$ cat config.mk
export PLATFORM = sky130hd
export DESIGN_NAME = ctrl_rx_flat
export DESIGN_NICKNAME = d
export VERILOG_FILES = /design/src/rtl/sys_ctrl_pkg.sv /design/src/rtl/ctrl_rx_if.sv /design/src/rtl/ctrl_rx.sv /design/src/flat_wrapper.sv
export SDC_FILE = /design/constraint.sdc
export NUM_CORES = 1
export LEC_CHECK = 0
export CORE_ASPECT_RATIO = 0.9
export CORE_MARGIN = 2
export CORE_UTILIZATION = 48
export CTS_CLUSTER_SIZE = 14
export DETAILED_ROUTE_END_ITERATION = 10
export PLACE_DENSITY_LB_ADDON = 0.2
export SLEW_MARGIN = 25
export SYNTH_ARGS = -nofsm -noshare
export SYNTH_HDL_FRONTEND = slang
export SYNTH_SLANG_ARGS = --single-unit
$ cat constraint.sdc
create_clock -name CLK -period 1.68 [get_ports CLK]
set_input_delay 0.42 -clock CLK [delete_from_list [all_inputs] [get_ports CLK]]
set_output_delay 0.42 -clock CLK [all_outputs]
set_load 0.05 [all_outputs]
$ cat src/rtl/sys_ctrl_pkg.sv
// Shared system-control definitions: UART command opcodes,
// ALU operand register addresses and the receive FSM encoding.
package sys_ctrl_pkg;

    localparam logic [7:0] OP_WR  = 8'hAA;
    localparam logic [7:0] OP_RD  = 8'hBB;
    localparam logic [7:0] OP_ALU = 8'hCC;
    localparam logic [7:0] OP_FUN = 8'hDD;

    localparam int unsigned OPA_ADDR  = 0;
    localparam int unsigned OPB_ADDR  = 1;
    localparam int unsigned FUN_WIDTH = 4;

    typedef enum logic [2:0] {
        ST_IDLE    = 3'd0,
        ST_WR_ADDR = 3'd1,
        ST_WR_DATA = 3'd2,
        ST_RD_ADDR = 3'd3,
        ST_OPA     = 3'd4,
        ST_OPB     = 3'd5,
        ST_FUN     = 3'd6
    } ctrl_state_e;

endpackage

$ cat src/rtl/ctrl_rx_if.sv
// Byte stream in from the UART receiver, register-file and
// ALU command strobes out to the rest of the system.
interface ctrl_rx_if #(
    parameter int DATA_WIDTH = 8,
    parameter int ADDR_WIDTH = 4
);
    import sys_ctrl_pkg::*;

    logic [DATA_WIDTH-1:0] RX_P_DATA;
    logic                  RX_D_VLD;
    logic                  WrEn;
    logic                  RdEn;
    logic [ADDR_WIDTH-1:0] Address;
    logic [DATA_WIDTH-1:0] WrData;
    logic                  ALU_EN;
    logic [FUN_WIDTH-1:0]  ALU_FUN;
    logic                  CLKG_EN;

    modport master (
        output RX_P_DATA, RX_D_VLD,
        input  WrEn, RdEn, Address, WrData,
        input  ALU_EN, ALU_FUN, CLKG_EN
    );

    modport slave (
        input  RX_P_DATA, RX_D_VLD,
        output WrEn, RdEn, Address, WrData,
        output ALU_EN, ALU_FUN, CLKG_EN
    );

endinterface

$ cat src/rtl/ctrl_rx.sv
// Command decoder: turns received UART bytes into one-cycle
// register-file write/read and ALU start strobes.
module ctrl_rx
    import sys_ctrl_pkg::*;
#(
    parameter int DATA_WIDTH = 8,
    parameter int ADDR_WIDTH = 4
) (
    input  logic CLK,
    input  logic RST,
    ctrl_rx_if.slave bus
);

    localparam logic [DATA_WIDTH-1:0] B_WR  = DATA_WIDTH'(OP_WR);
    localparam logic [DATA_WIDTH-1:0] B_RD  = DATA_WIDTH'(OP_RD);
    localparam logic [DATA_WIDTH-1:0] B_ALU = DATA_WIDTH'(OP_ALU);
    localparam logic [DATA_WIDTH-1:0] B_FUN = DATA_WIDTH'(OP_FUN);

    ctrl_state_e           state_q, state_d;
    logic [ADDR_WIDTH-1:0] wr_addr_q, wr_addr_d;
    logic [ADDR_WIDTH-1:0] addr_q, addr_d;
    logic [DATA_WIDTH-1:0] wr_data_q, wr_data_d;
    logic [FUN_WIDTH-1:0]  alu_fun_q, alu_fun_d;
    logic                  wr_en_q, wr_en_d;
    logic                  rd_en_q, rd_en_d;
    logic                  alu_en_q, alu_en_d;
    logic                  clkg_en_q, clkg_en_d;
    logic [DATA_WIDTH-1:0] rx_byte;

    assign rx_byte = bus.RX_P_DATA;

    always_comb begin
        state_d   = state_q;
        wr_addr_d = wr_addr_q;
        addr_d    = addr_q;
        wr_data_d = wr_data_q;
        alu_fun_d = alu_fun_q;
        wr_en_d   = 1'b0;
        rd_en_d   = 1'b0;
        alu_en_d  = 1'b0;
        if (bus.RX_D_VLD) begin
            unique case (state_q)
                ST_IDLE: begin
                    unique case (rx_byte)
                        B_WR:    state_d = ST_WR_ADDR;
                        B_RD:    state_d = ST_RD_ADDR;
                        B_ALU:   state_d = ST_OPA;
                        B_FUN:   state_d = ST_FUN;
                        default: state_d = ST_IDLE;
                    endcase
                end
                // Held aside so Address only moves with a strobe.
                ST_WR_ADDR: begin
                    wr_addr_d = rx_byte[ADDR_WIDTH-1:0];
                    state_d   = ST_WR_DATA;
                end
                ST_WR_DATA: begin
                    addr_d    = wr_addr_q;
                    wr_data_d = rx_byte;
                    wr_en_d   = 1'b1;
                    state_d   = ST_IDLE;
                end
                ST_RD_ADDR: begin
                    addr_d  = rx_byte[ADDR_WIDTH-1:0];
                    rd_en_d = 1'b1;
                    state_d = ST_IDLE;
                end
                ST_OPA: begin
                    addr_d    = ADDR_WIDTH'(OPA_ADDR);
                    wr_data_d = rx_byte;
                    wr_en_d   = 1'b1;
                    state_d   = ST_OPB;
                end
                ST_OPB: begin
                    addr_d    = ADDR_WIDTH'(OPB_ADDR);
                    wr_data_d = rx_byte;
                    wr_en_d   = 1'b1;
                    state_d   = ST_FUN;
                end
                ST_FUN: begin
                    alu_fun_d = rx_byte[FUN_WIDTH-1:0];
                    alu_en_d  = 1'b1;
                    state_d   = ST_IDLE;
                end
                default: state_d = ST_IDLE;
            endcase
        end
        clkg_en_d = alu_en_d ||
                    state_d == ST_OPA ||
                    state_d == ST_OPB ||
                    state_d == ST_FUN;
    end

    always_ff @(posedge CLK or negedge RST) begin
        if (!RST) begin
            state_q   <= ST_IDLE;
            wr_addr_q <= '0;
            addr_q    <= '0;
            wr_data_q <= '0;
            alu_fun_q <= '0;
            wr_en_q   <= 1'b0;
            rd_en_q   <= 1'b0;
            alu_en_q  <= 1'b0;
            clkg_en_q <= 1'b0;
        end else begin
            state_q   <= state_d;
            wr_addr_q <= wr_addr_d;
            addr_q    <= addr_d;
            wr_data_q <= wr_data_d;
            alu_fun_q <= alu_fun_d;
            wr_en_q   <= wr_en_d;
            rd_en_q   <= rd_en_d;
            alu_en_q  <= alu_en_d;
            clkg_en_q <= clkg_en_d;
        end
    end

    assign bus.WrEn    = wr_en_q;
    assign bus.RdEn    = rd_en_q;
    assign bus.Address = addr_q;
    assign bus.WrData  = wr_data_q;
    assign bus.ALU_EN  = alu_en_q;
    assign bus.ALU_FUN = alu_fun_q;
    assign bus.CLKG_EN = clkg_en_q;

endmodule
$ cat src/flat_wrapper.sv
// flat-port wrapper written by rule: the top's interface ports become plain ports
module ctrl_rx_flat import sys_ctrl_pkg::*;
#(
    parameter int DATA_WIDTH = 8,
    parameter int ADDR_WIDTH = 4
)
  (CLK, RST, bus_RX_P_DATA, bus_RX_D_VLD, bus_WrEn, bus_RdEn, bus_Address, bus_WrData, bus_ALU_EN, bus_ALU_FUN, bus_CLKG_EN);
  ctrl_rx_if #(.DATA_WIDTH(DATA_WIDTH), .ADDR_WIDTH(ADDR_WIDTH)) bus_i ();
  input  logic CLK;
  input  logic RST;
  input wire logic [$bits(bus_i.RX_P_DATA)-1:0] bus_RX_P_DATA;
  input wire logic [$bits(bus_i.RX_D_VLD)-1:0] bus_RX_D_VLD;
  output wire logic [$bits(bus_i.WrEn)-1:0] bus_WrEn;
  output wire logic [$bits(bus_i.RdEn)-1:0] bus_RdEn;
  output wire logic [$bits(bus_i.Address)-1:0] bus_Address;
  output wire logic [$bits(bus_i.WrData)-1:0] bus_WrData;
  output wire logic [$bits(bus_i.ALU_EN)-1:0] bus_ALU_EN;
  output wire logic [$bits(bus_i.ALU_FUN)-1:0] bus_ALU_FUN;
  output wire logic [$bits(bus_i.CLKG_EN)-1:0] bus_CLKG_EN;
  assign bus_i.RX_P_DATA = bus_RX_P_DATA;
  assign bus_i.RX_D_VLD = bus_RX_D_VLD;
  assign bus_WrEn = bus_i.WrEn;
  assign bus_RdEn = bus_i.RdEn;
  assign bus_Address = bus_i.Address;
  assign bus_WrData = bus_i.WrData;
  assign bus_ALU_EN = bus_i.ALU_EN;
  assign bus_ALU_FUN = bus_i.ALU_FUN;
  assign bus_CLKG_EN = bus_i.CLKG_EN;
  ctrl_rx #(.DATA_WIDTH(DATA_WIDTH), .ADDR_WIDTH(ADDR_WIDTH)) u_core (.CLK(CLK), .RST(RST), .bus(bus_i));
endmodule
# Word-level counts from Yosys, hierarchy flattened
# Cells that the tools add are included.
# W data, S select, Z words.
# totals
mem_bits_rw	0
elab_cells	42
mem_count	0
mem_bits_ro	0
latch_bits	0
ff_bits	27
output_inout_bits	20
# classes
n_lt_le_gt_ge	0
shifts	0
n_mux	10
n_bitwise	0
multipliers	0
add_sub_neg	0
div	0
reduce_logical	10
n_eq_ne	13
# op_table
op	count
$eq A8 B8 Y1 const B	4
$pmux W3 S4	2
$eq A3 B3 Y1 const B	6
$pmux W4 S4	1
$reduce_and A2 Y1	4
$eq A3 B2 Y1 const B	2
$mux W1	6
$reduce_bool A4 Y1	1
$eq A3 B1 Y1 const B	1
$logic_not A3 Y1	1
$logic_or A1 B1 Y1	3
$mux W3	1
$reduce_or A3 Y1	1

# Longest topological paths before layout
# logic_depth
word_depth	8
mapped_depth	5
mapped_depth_nobuf	4

# Worst setup path before layout
# OpenSTA, ideal clock, no wires.
# synth_timing
kind	reg-to-reg
start	register u_core.state_q[2]
end	register u_core.wr_data_q[0], in the netlist u_core.bus.WrData[0]
t_arrival_ps	1286
synth_period_minus_slack_ps	1411
required_ps	1555
path_stages_with_launch	5
slack_ps	269
cell_sequence	dfrtp_1 buf_6 and2b_1 o21ai_4 mux2_2
# synth_via
elab_chain_len	3
# synth_lines
item	line	source
from (decl)	ctrl_rx.sv:19	ctrl_state_e state_q, state_d;
from (signal assigned)	ctrl_rx.sv:106	state_q <= state_d;
$eq A3 B2 Y1 or $eq A3 B3 Y1 (tied branches)	ctrl_rx.sv:42	unique case (state_q)
$reduce_or A3 Y1 (no line) (*)	--	
$reduce_and A2 Y1 (no line) (*)	--	
to (signal assigned)	ctrl_rx.sv:109	wr_data_q <= wr_data_d;
to (decl)	ctrl_rx.sv:22	logic [DATA_WIDTH-1:0] wr_data_q, wr_data_d;
# Every way passes the cells marked *; elsewhere a longest branch is shown, timed or not.
# A chain may end at the register's enable or synchronous reset.

# Final worst setup path
# layout_timing
start	input bus_RX_P_DATA[5]
end	register u_core.clkg_en_q, in the netlist u_core.bus.CLKG_EN
# layout_via
elab_chain_len	8
# layout_lines
item	line	source
from (decl)	flat_wrapper.sv:11	input wire logic [$bits(bus_i.RX_P_DATA)-1:0] bus_RX_P_DATA;
$eq A8 B8 Y1	ctrl_rx.sv:44	unique case (rx_byte)
$pmux W3 S4 (*)	ctrl_rx.sv:44	
$pmux W3 S4 (*)	ctrl_rx.sv:42	
$mux W3 (*)	ctrl_rx.sv:41	if (bus.RX_D_VLD) begin
$eq A3 B3 Y1	ctrl_rx.sv:89	state_d == ST_OPA ||
$logic_or A1 B1 Y1	ctrl_rx.sv:88	clkg_en_d = alu_en_d ||
$logic_or A1 B1 Y1	ctrl_rx.sv:89	
$logic_or A1 B1 Y1 (*)	ctrl_rx.sv:90	state_d == ST_OPB ||
named net u_core.clkg_en_d	ctrl_rx.sv:27	logic clkg_en_q, clkg_en_d;
to (signal assigned)	ctrl_rx.sv:114	clkg_en_q <= clkg_en_d;
to (decl)	ctrl_rx.sv:27	
# The timed path passes the listed nets; every way through them passes the cells marked *.

==> results <==
- The critical path class is in2reg.
- The area taken by flip-flops and latches is 676 sq um.
- The DRC marker count from the first detailed-route iteration is 8.
- By area the synthesized netlist is led by sky130_fd_sc_hd__dfrtp_1 55%, sky130_fd_sc_hd__mux2_2 11%, sky130_fd_sc_hd__nand2_1 6.1%.
- The number of fill cells is 176.
- The share of synthesized flip-flops with an asynchronous set or reset is 100%.
- The initial antenna violation count is 0.
- The count of maximum capacitance violations is 0.
- Counting every sink on the clock net gives 27.
- Data on the critical path is required at its endpoint by 1.90 ns.
- The run finished with clean final reports.
- The first global-routing pass estimated 4370 um of wire.
- The master cell of the clock root buffer is sky130_fd_sc_hd__clkbuf_4.
- The ratio of cells with drive above 1 in the final layout is 35.9%.
- The arrival time of data at the critical path endpoint is 1.78 ns.
- After detailed routing, the average wire length per cell comes to 15.3 um.
- The total area inside the core boundary comes to 0.00245 sq mm.
- The utilization after layout is 68.5%.
- The number of hold buffers added after CTS is 0.
- The clock tree from TritonCTS is done.
- The dominant synthesized flop cell is sky130_fd_sc_hd__dfrtp_1.
- The number of top-level pins is 31.
- The largest voltage drop on the vdd net is 1.70 mV.
- The number of antenna diodes is 0.
- Per report_power, the sequential group accounts for 35.9% of the total.
- The critical-path maximum fanout is 3.
- The layout overhead on the synthesized area is 35.9%.
- The max-slew violation total from the final report was 0.
- The share of total power dissipated in combinational logic is 54.1%.
- The number of design rule violations left after detail routing is 0.
- The initial utilization of the core area, before any placement, comes to 50.4%.
- The total standard cell area after synthesis is 0.00123 sq mm.
- Dividing the detail-routed via count by the number of cells gives 5.47.
- The post-synthesis cell count is 104.
- Timing would allow up to 0.641 GHz.
- The analysis attributes to cell leakage a power of 0.812 nW.
- Dividing the synthesized area by the synthesized cell count gives 11.9 sq um.
- The overall track demand over capacity in global routing is 19.7%.
- The first TritonRoute pass finished after 6 iterations.
- Internal power comes to 1.60 mW.
- At the end of routability-driven placement, the weighted congestion stood at 0.788.
- The net count of the finished layout is 157.
- The startpoint type of the worst setup path is a primary input.
- The maximum number of buffers from clock root to sink is 2.
- CTS built an H-tree with a depth of 1.
- The analysis attributes to net switching a power of 1.26 mW.
- The synthesized design contains 0 enable-type register cells.
- The total detailed-routing wirelength is 2650 um.
- At the pin with the least slew margin, the transition time is 0.462 ns.
- The worst-case setup margin in the final layout is 0.121 ns.
- The synthesized netlist contains 31 unique library cells.
- Net switching is 44.1% of the power.
- The synthesis-stage register bit count is 27.
- The final number of hold-violating endpoints is 0.
- Setup violations remaining at the end of the flow were counted as 0.
- The number of warnings issued by yosys is 0.
- Before CTS, the worst setup slack after placement is -0.243 ns.
- Setup repair after global routing left no endpoint under its margin.
- Measured along the x axis, the die boundary spans 57.4 um.
- The max-slew headroom at the worst pin is 69.0%.
- The number of CTS-inserted buffers is 3.
- The minimum clock period after layout is 1.56 ns.
- When the netlist entered floorplanning its net count stood at 115.
- The latest clock arrival within the worst-skew pair is 0.33 ns.
- The via count is 946.
- After layout, the worst path uses 92.8% of the clock period.
- Measured along the y axis, the die boundary spans 52.1 um.
- The total overflow left after global routing is 0.
- The final antenna-violating net count is 0.
- The die covers 0.00299 sq mm.
- The largest clock skew in the final design is 0.00440 ns.
- The via count of the first global-routing pass is 915.
- The clock power share is 9.9%.
- Once the clock tree was built, the setup fixing pass inserted 0 buffers.
- The class of the worst hold path is in2async.
- The cell row count is 17.
- STA classifies the critical path endpoint as a flop.
- The largest net degree at the start of global routing is 28.
- The top cell type by area accounts for 54.8% of the synthesized area.
- Buffers placed on the I/O ports in this run total 30.
- The cell taking the most area after synthesis is sky130_fd_sc_hd__dfrtp_1.
- The estimated wirelength of the detail-placed design is 2010 um.
- The cell area power density is 1710 mW/mm^2.
- Summing all multi-input logic gate instances after layout gives 515 sq um.
- Once the clock tree was built, the resizer swapped 0 gates to a different size.
- After clock tree synthesis, the clock-pin slew on the worst setup and hold paths is 0.14 ns.
- The sequential-to-total area share from yosys stat is 54.8%.
-- final cells by class --
type | count | area share, %
Sequential cell | 27 | 40.3
Inverter | 4 | 0.896
Clock buffer | 4 | 1.57
Tap cell | 28 | 2.09
Timing Repair Buffer | 41 | 24.3
Multi-Input combinational cell | 69 | 30.8
-- state kept, by name, summed over array words and instances (netlist names) --
register            flops
u_core.wr_addr_q        4
u_core.bus.CLKG_EN      1
u_core.bus.RdEn         1
u_core.bus.ALU_FUN      4
u_core.bus.ALU_EN       1
u_core.bus.WrData       8
u_core.bus.WrEn         1
u_core.bus.Address      4
u_core.state_q          3
-- cell usage after synthesis (2+ instances only) --
master,number
sky130_fd_sc_hd__a21oi_1,2
sky130_fd_sc_hd__a22oi_1,2
sky130_fd_sc_hd__a31oi_1,3
sky130_fd_sc_hd__and3_1,3
sky130_fd_sc_hd__and4bb_2,2
sky130_fd_sc_hd__buf_2,3
sky130_fd_sc_hd__dfrtp_1,27
sky130_fd_sc_hd__inv_1,4
sky130_fd_sc_hd__mux2_2,12
sky130_fd_sc_hd__nand2_1,20
sky130_fd_sc_hd__nor4bb_1,2
sky130_fd_sc_hd__o21ai_0,5
-- power groups by stage --
stage / Sequential, mW / Clock [mW] / Combinational (mW)
5_1_grt: 1.05 / 0.317 / 1.63
3_3_place_gp: 1.03 / 0 / 1.54
6_report: 1.03 / 0.285 / 1.55
2_1_floorplan: 1.60 / 0 / 0.408
3_5_place_dp: 1.04 / 0 / 1.56
4_1_cts: 1.03 / 0.298 / 1.56
-- path summary, 6_finish.rpt --
path                       slack (ns)  cells past startpoint             startpoint                     to
max                              0.12                      5       bus_RX_P_DATA[5]     u_core.bus.CLKG_EN
min                              0.44                      2                    RST      u_core.state_q[1]
max reg2reg                      0.15                      3      u_core.state_q[0]   u_core.bus.WrData[2]
min reg2reg                      0.52                      2  u_core.bus.ALU_FUN[0]  u_core.bus.ALU_FUN[0]
max in group asynchronous        0.99                      2                    RST  u_core.bus.ALU_FUN[0]
min in group CLK                 0.52                      2  u_core.bus.ALU_FUN[0]  u_core.bus.ALU_FUN[0]
-- cells by family after synthesis --
kind of cell    synth area share [%]
compound gates                  10.8
xor+xnor                       0.711
buf+inv                         3.35
flops                           54.8
mux                             11.8
simple gates                    18.6
-- cell usage in the layout (no fill, tap or decap), types with 3 or more instances in the layout --
master,instances
sky130_fd_sc_hd__dfrtp_1,27
sky130_fd_sc_hd__buf_4,25
sky130_fd_sc_hd__nand2_1,20
sky130_fd_sc_hd__mux2_2,12
sky130_fd_sc_hd__clkdlybuf4s50_1,10
sky130_fd_sc_hd__buf_12,6
sky130_fd_sc_hd__o21ai_0,5
sky130_fd_sc_hd__inv_1,4
sky130_fd_sc_hd__and3_1,3
sky130_fd_sc_hd__a31oi_1,3
sky130_fd_sc_hd__clkbuf_4,3
-- layer usage --
layer	GRT usage (%)	vias to the layer above	wire, um
met3	5.22	7	134
li1	-	453	-
met5	0	-	0
met1	25.6	458	1190
met4	9.30	0	61
met2	30.9	28	1260
-- through the flow --
stage | power, mW | std cells | hold WS [ns] | instance area, sq um | setup TNS (ns)
6_report | 2.87 | 173 | 0.437 | 1680 | 0
3_3_place_gp | 2.56 | 169 | 0.465 | 1650 | -1.08
2_1_floorplan | 2.01 | 104 | 0.124 | 1230 | 0
3_5_place_dp | 2.61 | 169 | 0.465 | 1650 | -1.18
4_1_cts | 2.89 | 173 | 0.439 | 1680 | 0
5_1_grt | 3.00 | 173 | 0.435 | 1680 | 0
-- worst max-delay path, cell delays in order --
cell and delay (ns):
sky130_fd_sc_hd__clkdlybuf4s50_1 0.50, sky130_fd_sc_hd__nor4bb_1 0.37, sky130_fd_sc_hd__nand4_1 0.19, sky130_fd_sc_hd__a22oi_1 0.20, sky130_fd_sc_hd__o21ai_0 0.11
(Power assumes the default switching activity.)
